$ cat config.mk
export PLATFORM = sky130hd
export DESIGN_NAME = dsram_arb
export DESIGN_NICKNAME = d
export VERILOG_FILES = /design/src/rtl/dsram_arb_pkg.sv /design/src/rtl/dsram_arb_pick.sv /design/src/rtl/dsram_arb.sv
export SDC_FILE = /design/constraint.sdc
export NUM_CORES = 1
export LEC_CHECK = 0
export BUFFER_PORTS_ARGS = -buffer_cell sky130_fd_sc_hd__buf_2
export CORE_AREA = 5 5 120 122
export CTS_CLUSTER_DIAMETER = 40
export DETAILED_ROUTE_END_ITERATION = 8
export DIE_AREA = 0 0 125 127
export SYNTH_ARGS = -nofsm -noshare
export SYNTH_HDL_FRONTEND = slang
export SYNTH_SLANG_ARGS = --single-unit
$ cat constraint.sdc
create_clock -name clk -period 5.2 [get_ports clk]
set_input_delay 0.78 -clock clk [delete_from_list [all_inputs] [get_ports clk]]
set_output_delay 0.78 -clock clk [all_outputs]
set_load 0.02 [all_outputs]
$ cat src/rtl/dsram_arb_pkg.sv
// Shared definitions for the data-SRAM arbiter: owner-state encoding, the
// default address window base, and the request-to-SRAM address mapping.
package dsram_arb_pkg;

    localparam logic [1:0] ST_IDLE   = 2'd0;
    localparam logic [1:0] ST_OWN_M0 = 2'd1;
    localparam logic [1:0] ST_OWN_M1 = 2'd2;

    localparam logic [31:0] DSRAM_ADDR_OFFSET = 32'hA000_0000;

    // The SRAM is word addressed in bytes: drop the byte lane, then rebase.
    function automatic logic [31:0] sram_word_addr(input logic [31:0] addr,
                                                   input logic [31:0] offset);
        return (addr & 32'hFFFF_FFFC) - offset;
    endfunction

endpackage

$ cat src/rtl/dsram_arb_pick.sv
// Combinational winner selection between the CPU port (m0) and the DMA/debug
// port (m1). m0 wins by default; m1 wins when starved or while its lock lasts.
module dsram_arb_pick
    import dsram_arb_pkg::*;
#(
    parameter int MAX_WAIT = 4,
    parameter int LOCK_MAX = 8,
    parameter int WAIT_W   = 3,
    parameter int LOCK_W   = 4
) (
    input  logic              i_m0_req,
    input  logic              i_m1_req,
    input  logic              i_m1_lock,
    input  logic [1:0]        i_state,
    input  logic [WAIT_W-1:0] i_wait_cnt,
    input  logic [LOCK_W-1:0] i_lock_cnt,
    output logic              o_m0_gnt,
    output logic              o_m1_gnt
);

    logic w_starved;
    logic w_locked;

    assign w_starved = (i_wait_cnt == WAIT_W'(MAX_WAIT));
    // An exhausted lock falls back to default priority, so m0 gets its turn.
    assign w_locked  = (i_state == ST_OWN_M1) && i_m1_lock &&
                       (i_lock_cnt < LOCK_W'(LOCK_MAX));

    assign o_m1_gnt = i_m1_req && (!i_m0_req || w_starved || w_locked);
    assign o_m0_gnt = i_m0_req && !o_m1_gnt;

endmodule

$ cat src/rtl/dsram_arb.sv
// Two-master arbiter in front of a single-port data SRAM: same-cycle grant,
// combinational SRAM drive, one-cycle read return routed to the requester.
module dsram_arb
    import dsram_arb_pkg::*;
#(
    parameter logic [31:0] ADDR_OFFSET = DSRAM_ADDR_OFFSET,
    parameter int          MAX_WAIT    = 4,
    parameter int          LOCK_MAX    = 8
) (
    input  logic        clk,
    input  logic        rst,
    input  logic        m0_req,
    input  logic        m0_wr,
    input  logic [3:0]  m0_be,
    input  logic [31:0] m0_addr,
    input  logic [31:0] m0_wdata,
    output logic        m0_gnt,
    output logic        m0_rvalid,
    output logic [31:0] m0_rdata,
    input  logic        m1_req,
    input  logic        m1_lock,
    input  logic        m1_wr,
    input  logic [3:0]  m1_be,
    input  logic [31:0] m1_addr,
    input  logic [31:0] m1_wdata,
    output logic        m1_gnt,
    output logic        m1_rvalid,
    output logic [31:0] m1_rdata,
    output logic        data_sram_en,
    output logic [3:0]  data_sram_wen,
    output logic [31:0] data_sram_addr,
    output logic [31:0] data_sram_wdata,
    input  logic [31:0] data_sram_rdata,
    output logic [1:0]  o_dbg_state
);

    // Handshake: a master's req is accepted in exactly the cycle its gnt is
    // high; a read returns on that master's rvalid the following cycle.

    localparam int WAIT_W = $clog2(MAX_WAIT + 1);
    localparam int LOCK_W = $clog2(LOCK_MAX + 1);

    logic [1:0]        r_state;
    logic [WAIT_W-1:0] r_wait_cnt;
    logic [LOCK_W-1:0] r_lock_cnt;
    logic              r_rd_m0;
    logic              r_rd_m1;

    logic w_pick_m0;
    logic w_pick_m1;
    logic w_m0_gnt;
    logic w_m1_gnt;

    dsram_arb_pick #(
        .MAX_WAIT (MAX_WAIT),
        .LOCK_MAX (LOCK_MAX),
        .WAIT_W   (WAIT_W),
        .LOCK_W   (LOCK_W)
    ) u_pick (
        .i_m0_req   (m0_req),
        .i_m1_req   (m1_req),
        .i_m1_lock  (m1_lock),
        .i_state    (r_state),
        .i_wait_cnt (r_wait_cnt),
        .i_lock_cnt (r_lock_cnt),
        .o_m0_gnt   (w_pick_m0),
        .o_m1_gnt   (w_pick_m1)
    );

    assign w_m0_gnt = w_pick_m0 && !rst;
    assign w_m1_gnt = w_pick_m1 && !rst;
    assign m0_gnt   = w_m0_gnt;
    assign m1_gnt   = w_m1_gnt;

    always_ff @(posedge clk) begin
        if (rst) begin
            r_state    <= ST_IDLE;
            r_wait_cnt <= '0;
            r_lock_cnt <= '0;
            r_rd_m0    <= 1'b0;
            r_rd_m1    <= 1'b0;
        end else begin
            if (w_m0_gnt)      r_state <= ST_OWN_M0;
            else if (w_m1_gnt) r_state <= ST_OWN_M1;
            else               r_state <= ST_IDLE;

            if (m1_req && !w_m1_gnt)
                r_wait_cnt <= (r_wait_cnt == WAIT_W'(MAX_WAIT)) ? r_wait_cnt
                                                                 : r_wait_cnt + 1'b1;
            else
                r_wait_cnt <= '0;

            if (w_m1_gnt && m1_lock)
                r_lock_cnt <= (r_lock_cnt == LOCK_W'(LOCK_MAX)) ? r_lock_cnt
                                                                 : r_lock_cnt + 1'b1;
            else
                r_lock_cnt <= '0;

            r_rd_m0 <= w_m0_gnt && !m0_wr;
            r_rd_m1 <= w_m1_gnt && !m1_wr;
        end
    end

    // A read granted just before reset must not surface while reset is held.
    assign m0_rvalid = r_rd_m0 && !rst;
    assign m1_rvalid = r_rd_m1 && !rst;
    assign m0_rdata  = m0_rvalid ? data_sram_rdata : 32'h0;
    assign m1_rdata  = m1_rvalid ? data_sram_rdata : 32'h0;

    always_comb begin
        data_sram_en    = 1'b0;
        data_sram_wen   = 4'b0000;
        data_sram_addr  = 32'h0;
        data_sram_wdata = 32'h0;
        if (w_m0_gnt) begin
            data_sram_en    = 1'b1;
            data_sram_wen   = m0_wr ? m0_be : 4'b0000;
            data_sram_addr  = sram_word_addr(m0_addr, ADDR_OFFSET);
            data_sram_wdata = m0_wdata;
        end else if (w_m1_gnt) begin
            data_sram_en    = 1'b1;
            data_sram_wen   = m1_wr ? m1_be : 4'b0000;
            data_sram_addr  = sram_word_addr(m1_addr, ADDR_OFFSET);
            data_sram_wdata = m1_wdata;
        end
    end

    assign o_dbg_state = r_state;

endmodule

Word-level counts from Yosys, hierarchy flattened --
Cells that the tools add are included.
Word-level totals: flip-flop bits (word level) 11, bits in latches 0, memory bits (writable) 0, ROM bits 0, input bits 175, output and inout port bits 139, memories kept 0
Operators by class: add/sub/neg operators 4, multiply operators 0, div/mod/pow operators 0, order comparisons 1, equal/unequal tests 3, shift operators 0, muxes and demuxes 14, bitwise gates (word level) 2, reductions and logical operators 23
Operator list (number):
- 32-bit 2-to-1 mux | 6
- 32-bit subtractor (second input constant) | 2
- 4-bit 2-to-1 mux | 4
- 1-bit logical AND | 12
- 1-bit logical NOT | 6
- 2-bit OR reduction | 3
- 4-bit by 1-bit adder with 4-bit output (second input constant) | 1
- 4-bit == test (second input constant) | 1
- 4-bit < comparator (second input constant) | 1
- 3-bit by 1-bit adder with 3-bit output (second input constant) | 1
- 3-bit == test (second input constant) | 1
- 1-bit 2-to-1 mux | 3
- 2-bit == test (second input constant) | 1
- 1-bit logical OR | 2
- 2-bit 2-to-1 mux | 1
- 1-bit NOT | 2

Logic depth before layout (Yosys ltp) --
Gate-level depths: netlist (run 1).
depth after elaboration 10, mapped depth 8

By module --
A second synthesis (run 1) with hierarchy kept.
Second synthesis, totals: cells, all modules 223, area total of the unflattened synthesis 1783.0 um^2
Modules (own cells, without submodules):
- dsram_arb | instances 1, cells an instance 217, area each 1731.7 um^2
- dsram_arb_pick | instances 1, cells an instance 6, area each 51.3 um^2

Worst setup path before layout (run 1) --
OpenSTA, ideal clock, no wires.
path type in2out, start point input m1_lock, end point output data_sram_addr[12], arrival 1.782 ns, required time 4.420 ns, slack 2.638 ns, stages 6, path buffers 2, cell sequence nand4bb_4 -> a31o_2 -> buf_4 -> clkinv_4 -> buf_6 -> a22o_1
Between the ends: elaborated cells between the ends (all ways) 10, those cells by class 2 x mux; 8 x reduce/logical
RTL lines:
- from (decl) | line dsram_arb.sv:21 | input logic m1_lock,
- 1-bit logical AND (2 in series) | line dsram_arb_pick.sv:26 | assign w_locked = (i_state == ST_OWN_M1) && i_m1_lock &&
- 1-bit logical OR | line dsram_arb_pick.sv:29 | assign o_m1_gnt = i_m1_req && (!i_m0_req || w_starved || w_locked);
- 1-bit logical AND | line dsram_arb_pick.sv:29
- 1-bit logical AND | line dsram_arb.sv:71 | assign w_m1_gnt = w_pick_m1 && !rst;
- via m1_gnt | line dsram_arb.sv:26 | output logic m1_gnt,
- 32-bit 2-to-1 mux | line dsram_arb.sv:120 | end else if (w_m1_gnt) begin
- 32-bit 2-to-1 mux | line dsram_arb.sv:115 | if (w_m0_gnt) begin
- to (decl) | line dsram_arb.sv:31 | output logic [31:0] data_sram_addr,
The timed path passes the listed nets, and every way through them passes these cells.

Worst setup path after layout (run 1) --
start point input rst, end point output data_sram_wdata[18]
Between the ends: longest elaborated chain between the ends 4, elaborated cells between the ends (all ways) 5, those cells by class 2 x mux; 3 x reduce/logical
RTL lines:
- from (decl) | line dsram_arb.sv:11 | input logic rst,
- 1-bit logical NOT (*) | line dsram_arb.sv:70, dsram_arb.sv:71
- 1-bit logical AND | line dsram_arb.sv:71
- 32-bit 2-to-1 mux | line dsram_arb.sv:120
- 32-bit 2-to-1 mux (*) | line dsram_arb.sv:115
- to (decl) | line dsram_arb.sv:32 | output logic [31:0] data_sram_wdata,
Mark *: on every way between the ends. The rest lies on a longest branch, timed or not.

==> Implementation_results.wiki, run 1 <==
{| class="wikitable"
! Metric !! Value
|-
| Status || finished, final reports clean
|-
| Number of global-route vias before repair || ~2700
|-
| Setup skew after layout || 2.301 ps
|-
| Synth unique cells || 30
|-
| Clock Path Buffers || 2
|-
| DP Worst Slack || 2042 ps
|-
| Critical-path cell with the highest stage delay || sky130_fd_sc_hd__inv_4
|-
| Cell accounting for the most synthesized area || sky130_fd_sc_hd__a22o_1
|-
| Number of cells in the design after placement || 691
|-
| Worst ir drop on vdd || approximately 0.074 mV
|-
| Critical path required time || 4420 ps
|-
| Net count of the finished layout || 701
|-
| Buffer and inverter count on the worst path || 3
|-
| Global-route wire length before repair || 13370 µm
|-
| Worst path cell trace || buf_2 -> nor3b_1 -> a31oi_4 -> inv_4 -> a22o_1 -> buf_2
|-
| Number of detailed-route iterations in the first pass || 4
|-
| Most frequently used flop master after synthesis || sky130_fd_sc_hd__dfxtp_1
|-
| Gr usage total || 9.986%
|-
| Final max-slew violation count || 0
|-
| Flip-flop and latch count after synthesis || 11
|-
| Die Outline Area || 15880 µm²
|-
| Sw Ratio || 38.17%
|-
| Final WL || 9224 µm
|-
| Area share of the largest cell type after synthesis || between 20% and 30%
|-
| Timing-limited maximum frequency || 0.3212 GHz
|-
| Cell area after synthesis || 1787 µm²
|-
| Area added between synthesis and finish || 93.77%
|-
| Worst Path Max Fanout || 60
|-
| Clock-pin slew on the worst setup and hold paths || 40 ps
|-
| CTS tree || yes
|-
| Final min period || 3113 ps
|-
| Routability-driven placement congestion ratio || 0.8763
|-
| Warnings, synthesis || 0
|-
| Final critical-path share of the clock period || 59.87%
|-
| HPWL after detailed placement || approximately 8000 µm
|-
| Number of flops mapped to enable cells by yosys || 0
|-
| Core Rows || 42
|-
| Height of the chip || 127 µm
|-
| Utilization after layout || 26.46%
|-
| Arrival time at the worst endpoint || 2330 ps
|-
| Number of setup buffers added after CTS || 0
|-
| Sequential power share || 17.8%
|-
| Part of the power in the clock network || 28.2%
|-
| Asr flop ratio synth || 0%
|-
| Effective utilization at floorplan || a little over an eighth
|-
| Tot Pwr || 495.3 µW
|-
| Number of levels the H-tree was split into || 1
|-
| Maximum number of pins on one net before global-route repair || 65
|-
| Crit-path leading delay family || buffers and inverters
|-
| Launching element type of the critical path || primary input
|-
| Total DRC errors in the routed layout || 0
|-
| NetSw || 189.1 µW
|-
| Fraction of layout cells with a size suffix above 1 || around three fifths
|-
| Max-cap viol count || 0
|-
| Setup repair after global routing missed its margin || no
|-
| Total via count in the routed design || 2770
|-
| Clk Tree Root Cell || sky130_fd_sc_hd__clkbuf_16
|-
| Detailed-route wire length per cell || 13.27 µm
|-
| Hold violation total from the final report || 0
|-
| Finished Layout Cells || 695
|-
| Number of placed I/O pins || 314
|-
| Sequential-to-total area share from yosys stat || 12.32%
|-
| Worst Max-Slew Pin Slew || 937.4 ps
|-
| Type of the most critical hold path || flip-flop to flip-flop
|-
| Startpoint-to-endpoint class of the critical path || primary input to output port
|-
| Die extent in x || 125 µm
|-
| Initial antenna violation count || 0
|-
| Avg Inst Size Synth || 7.906 µm²
|-
| Sink Count || 11
|-
| Total setup violations reported at the end of the flow || 0
|-
| Worst rel slew slack || between 30% and 40%
|-
| Endpoint type of the worst setup path || output port
|-
| Power per Cell Area || 143.1 nW/µm²
|-
| Remaining antenna violation count after routing || 0
|-
| Count of input and output buffers || a little over 300
|-
| Number of buffers created by CTS || 3
|-
| Leak Pwr || 2.145 nW
|-
| Synthesized instance count || 226
|-
| Core box area || 13090 µm²
|-
| Total global routing overflow || 0
|-
| Insertion delay to the later sink of the worst-skew pair || 240 ps
|-
| Most common cell on crit path || sky130_fd_sc_hd__buf_2
|-
| Part of the total power dissipated in combinational logic || 54.0%
|-
| Delay contributed by the slowest stage of the critical path || 480 ps
|-
| Hold-fix buffers, CTS || 0
|-
| Post-cts repair resize count || 0
|-
| Initial DRC Count || 51
|-
| Most area-consuming cells after synthesis || sky130_fd_sc_hd__a22o_1, sky130_fd_sc_hd__and2_1, sky130_fd_sc_hd__dfxtp_1
|-
| Total negative slack for setup checks || 0 ps
|-
| Internal Power || between 300 and 400 µW
|-
| Final worst-path setup slack || 2087 ps
|-
| Final antenna diode count || 0
|-
| Per-cell via count in the routed design || 3.986
|}
[worst reg2reg max path: stages (launching register included)]
cell,delay (ps)
sky130_fd_sc_hd__dfxtp_1,330
sky130_fd_sc_hd__inv_1,70
sky130_fd_sc_hd__ha_1,220
sky130_fd_sc_hd__nand2_1,180
sky130_fd_sc_hd__a31o_2,350
sky130_fd_sc_hd__clkinv_4,390
sky130_fd_sc_hd__and4_1,340
[placed cells by master (no fill, tap or decap), types with 2 or more instances in the layout]
cell type,synthesis,routed
sky130_fd_sc_hd__and3_1,3,3
sky130_fd_sc_hd__o22ai_1,7,7
sky130_fd_sc_hd__nor2b_1,4,4
sky130_fd_sc_hd__dfxtp_1,11,11
sky130_fd_sc_hd__xnor2_1,3,3
sky130_fd_sc_hd__and2_1,65,65
sky130_fd_sc_hd__buf_4,3,2
sky130_fd_sc_hd__nor2_1,7,7
sky130_fd_sc_hd__nand2_1,12,12
sky130_fd_sc_hd__a22o_1,59,59
sky130_fd_sc_hd__conb_1,1,2
sky130_fd_sc_hd__buf_2,0,307
sky130_fd_sc_hd__xor2_1,3,3
sky130_fd_sc_hd__clkbuf_16,0,3
sky130_fd_sc_hd__ha_1,6,6
sky130_fd_sc_hd__inv_1,10,10
[cells by family (layout without fill, tap and decap cells)]
group	count (synthesis)	count (layout)	synth area share, %
xor+xnor	6	6	2.942
buf+inv	33	325	13.03
fa+ha+maj	6	6	4.202
flops	11	11	12.32
mux	1	1	0.6302
simple gates	99	99	33.33
compound gates	69	69	33.33
other cells	1	2	0.2099
[worst paths after layout]
path / startpoint / endpoint / slack, ps / cells past startpoint
setup / recovery: rst / data_sram_wdata[18] / 2090 / 6
hold / removal: r_wait_cnt[1] / r_wait_cnt[1] / 470 / 2
setup reg to reg: r_wait_cnt[0] / r_lock_cnt[2] / 3210 / 6
hold reg to reg: r_wait_cnt[1] / r_wait_cnt[1] / 470 / 2
[power by group through the flow]
stage                     Sequential, mW  Clock (mW)  Combinational [mW]
after floorplan                   0.0907           0               0.153
after global placement            0.0896           0               0.270
after detailed placement          0.0897           0               0.270
after CTS                         0.0882       0.144               0.271
after global routing              0.0883       0.147               0.289
final                             0.0881       0.140               0.268
[synth_stat cells, types with 3 or more instances]
master,count
sky130_fd_sc_hd__and2_1,65
sky130_fd_sc_hd__a22o_1,59
sky130_fd_sc_hd__buf_6,12
sky130_fd_sc_hd__nand2_1,12
sky130_fd_sc_hd__dfxtp_1,11
sky130_fd_sc_hd__inv_1,10
sky130_fd_sc_hd__nor2_1,7
sky130_fd_sc_hd__o22ai_1,7
sky130_fd_sc_hd__clkbuf_1,6
sky130_fd_sc_hd__ha_1,6
sky130_fd_sc_hd__nor2b_1,4
sky130_fd_sc_hd__and3_1,3
sky130_fd_sc_hd__buf_4,3
sky130_fd_sc_hd__xnor2_1,3
sky130_fd_sc_hd__xor2_1,3
[metal layers]
metal,vias to the layer above,routed length [µm],global-route usage [%]
met3,4,921,3.548
met4,0,31,0.9566
li1,1385,-,-
met1,1221,3369,10.87
met5,-,0,0
met2,160,4902,19.27
[registers in the layout (all words and copies together) (netlist names)]
name         count
o_dbg_state      2
r_rd_m0          1
r_lock_cnt       4
r_rd_m1          1
r_wait_cnt       3
[metrics by stage]
step | hold WS, ps | cell area (µm²)
floorplan | 448.6 | 1790
global placement | 468.4 | 3382
detailed placement | 476.0 | 3382
CTS | 481.2 | 3462
global route | 497.5 | 3462
finish | 474.6 | 3462
[final cells by class]
type / count / area, µm²
clock buffer: 3 / 75.07
clock inverter: 1 / 5.005
fill: 1451 / 9623
inverter: 12 / 52.55
multi-input combinational: 183 / 1338
sequential: 11 / 220.2
tap: 176 / 220.2
timing repair buffer: 309 / 1551
Power figures use the tool's default switching activity.
==> run 2, diff against run 1 <==
- clock period: 5.2 -> 3.1 ns (I/O delays scaled with it)
==> run 2 against run 1 <==
Effect of this change: non-clock buffer count unchanged; hold slack worse by 6.2 ps; setup slack got worse by 1700 ps; largest cell class unchanged; largest power group unchanged; highest routed layer unchanged.
==> Implementation_results.wiki, run 2 (same netlist as run 1, synthesis figures left out) <==
{| class="wikitable"
! Metric !! Value
|-
| Number of levels the H-tree was split into || 1 (unchanged)
|-
| Core box area || 13090 µm² (unchanged)
|-
| Worst Max-Slew Pin Slew || 583.7 ps (was 937.4 ps)
|-
| Die Outline Area || 15880 µm² (unchanged)
|-
| Sequential power share || 17.9% (was 17.8%)
|-
| Final max-slew violation count || 0 (unchanged)
|-
| Die extent in x || 125 µm (unchanged)
|-
| Fraction of layout cells with a size suffix above 1 || 61.27% (was 61.46%)
|-
| Initial antenna violation count || 0 (unchanged)
|-
| Total negative slack for setup checks || 0 ps (unchanged)
|-
| Detailed-route wire length per cell || 13.05 µm (was 13.27 µm)
|-
| Routability-driven placement congestion ratio || 0.8713 (was 0.8763)
|-
| Height of the chip || 127 µm (unchanged)
|-
| HPWL after detailed placement || 7880 µm (was 7943 µm)
|-
| Status || finished, final reports clean (unchanged)
|-
| Fill cell instance count of the final layout || 1462 (was 1451)
|-
| Insertion delay to the later sink of the worst-skew pair || 240 ps (about the same)
|-
| Setup skew after layout || 2.689 ps (was 2.301 ps)
|-
| Worst ir drop on vdd || 0.1302 mV (was 0.07427 mV)
|-
| Type of the most critical hold path || primary input to flip-flop (was flip-flop to flip-flop)
|-
| Post-cts repair resize count || 0 (unchanged)
|-
| Leading cell type in the layout, fill and taps excluded || sky130_fd_sc_hd__buf_2 (unchanged)
|-
| Startpoint of the worst register-to-register path || r_wait_cnt[0] (unchanged)
|-
| Count of input and output buffers || 307 (unchanged)
|-
| Total setup violations reported at the end of the flow || 0 (unchanged)
|-
| Maximum number of pins on one net before global-route repair || 65 (unchanged)
|-
| Delay contributed by the slowest stage of the critical path || 390 ps (was 480 ps)
|-
| Worst reg2reg path depth || 6 (unchanged)
|-
| Leak Pwr || 2.142 nW (was 2.145 nW)
|-
| Total DRC errors in the routed layout || 0 (unchanged)
|-
| Final antenna diode count || 0 (unchanged)
|-
| Launching element type of the critical path || flip-flop (was primary input)
|-
| Hold endpoint || r_rd_m0 (was r_wait_cnt[1])
|-
| Hold violation total from the final report || 0 (unchanged)
|-
| Buffer and inverter count on the worst path || 3 (unchanged)
|-
| Area added between synthesis and finish || 93.70% (was 93.77%)
|-
| Final critical-path share of the clock period || about nine tenths
|-
| Crit-path leading delay family || compound AO/OA/AOI/OAI gates (was buffers and inverters)
|-
| Final WL || 9070 µm (was 9224 µm)
|-
| Clock-pin slew on the worst setup and hold paths || 40 ps (about the same)
|-
| Hold-fix buffers, CTS || 0 (unchanged)
|-
| Number of detailed-route iterations in the first pass || 4 (unchanged)
|-
| Number of setup buffers added after CTS || 0 (unchanged)
|-
| Per-cell via count in the routed design || 3.924 (was 3.986)
|-
| Timing-limited maximum frequency || 0.3621 GHz
|-
| Most flops, register || r_lock_cnt (unchanged)
|-
| Worst Path Max Fanout || 64 (was 60)
|-
| Global-route wire length before repair || 13340 µm (was 13370 µm)
|-
| Critical path required time || 2630 ps (was 4420 ps)
|-
| Sw Ratio || 37.79% (was 38.17%)
|-
| Clock Path Buffers || 2 (unchanged)
|-
| NetSw || 313.2 µW (was 189.1 µW)
|-
| Number of global-route vias before repair || 2659 (was 2669)
|-
| Worst reg2reg path endpoint || r_lock_cnt[2] (unchanged)
|-
| Number of placed I/O pins || 314 (unchanged)
|-
| Effective utilization at floorplan || 13.65% (unchanged)
|-
| Endpoint type of the worst setup path || output port (unchanged)
|-
| Max FFs per register || 4 (unchanged)
|-
| Number of cells in the design after placement || 691 (unchanged)
|-
| Power per Cell Area || 239.4 nW/µm² (was 143.1 nW/µm²)
|-
| Initial DRC Count || 58 (was 51)
|-
| Remaining antenna violation count after routing || 0 (unchanged)
|-
| Setup repair after global routing missed its margin || no (unchanged)
|-
| Critical-path cell with the highest stage delay || sky130_fd_sc_hd__clkinv_4 (was sky130_fd_sc_hd__inv_4)
|-
| DP Worst Slack || 590.3 ps (was 2042 ps)
|-
| Arrival time at the worst endpoint || 2300 ps (was 2330 ps)
|-
| Total global routing overflow || 0 (unchanged)
|-
| Min-Delay Path Depth || 2 (unchanged)
|-
| Finished Layout Cells || 695 (unchanged)
|-
| Clk Tree Root Cell || sky130_fd_sc_hd__clkbuf_16 (unchanged)
|-
| Internal Power || 515.4 µW (was 306.3 µW)
|-
| Final worst-path setup slack || 338.4 ps (was 2087 ps)
|-
| Max-cap viol count || 0 (unchanged)
|-
| Register-to-Register Setup Slack || 1110 ps (was 3210 ps)
|-
| Sink Count || 11 (unchanged)
|-
| CTS tree || yes (unchanged)
|-
| Core Rows || 42 (unchanged)
|-
| Startpoint-to-endpoint class of the critical path || flip-flop to output port (was primary input to output port)
|-
| Net count of the finished layout || 701 (unchanged)
|-
| Number of buffers created by CTS || 3 (unchanged)
|-
| Worst rel slew slack || 61.09% (was 37.38%)
|-
| Smallest hold slack || 468.4 ps (was 474.6 ps)
|-
| Gr usage total || 9.993% (was 9.986%)
|-
| Final min period || 2762 ps
|-
| Total via count in the routed design || 2727 (was 2770)
|-
| Part of the power in the clock network || 28.2% (about the same)
|-
| Most used cells in the layout excluding fill and tap cells || sky130_fd_sc_hd__buf_2, sky130_fd_sc_hd__and2_1, sky130_fd_sc_hd__a22o_1 (unchanged)
|-
| Part of the total power dissipated in combinational logic || 53.9% (was 54.0%)
|-
| Footprint of the flip-flops and latches || 220.2 µm² (unchanged)
|-
| Worst path cell trace || inv_1 -> ha_1 -> nand2_1 -> a31o_2 -> clkinv_4 -> a22o_1 -> buf_2 (was buf_2 -> nor3b_1 -> a31oi_4 -> inv_4 -> a22o_1 -> buf_2)
|-
| Area used by multi-input combinational logic || 1338 µm² (unchanged)
|-
| Hold path start || m0_wr (was r_wait_cnt[1])
|}
==> run 2: metrics by stage <==
step	util [%]	power, mW	area, µm²
after floorplan	-	0.4080	1790
after global placement	25.85	0.6027	3382
after detailed placement	25.85	0.6029	3382
after CTS	26.45	0.8433	3461
after global routing	26.45	0.8825	3461
final	26.45	0.8286	3461
==> run 2: power by group through the flow <==
stage               Combinational [mW]  Clock [mW]  Sequential [mW]
detailed placement               0.452           0            0.150
global route                     0.484       0.250            0.148
global placement                 0.452           0            0.150
finish                           0.447       0.234            0.148
floorplan                        0.256           0            0.152
CTS                              0.454       0.241            0.148
==> run 2: final cells by class <==
class / count / area share [%]
tap: 176 / 6.363
inverter: 12 / 1.518
sequential: 11 / 6.363
multi-input combinational: 183 / 38.65
timing repair buffer: 309 / 44.83
clock buffer: 4 / 2.278
==> run 2: layer usage <==
layer  GRT usage, %  vias to the layer above  wire length, µm  part of all wire (%)
met2          19.23                      162             4761                    52
met1          10.63                     1171             3280                    36
met4          1.148                        0               57                  0.63
li1               -                     1388                -                     -
met5              0                        -                0                     0
met3          3.881                        6              970                    11
==> run 2: worst max-delay path by stage <==
stage / start / end / slack, ps / cells past startpoint
2_1_floorplan: r_wait_cnt[0] / data_sram_addr[12] / 1090 / 8
3_3_place_gp: r_wait_cnt[0] / data_sram_wdata[11] / 580 / 7
3_5_place_dp: r_wait_cnt[0] / data_sram_addr[4] / 590 / 7
4_1_cts: r_wait_cnt[0] / data_sram_addr[4] / 320 / 7
5_1_grt: r_wait_cnt[0] / data_sram_addr[4] / 220 / 7
6_report: r_wait_cnt[0] / data_sram_addr[4] / 340 / 7
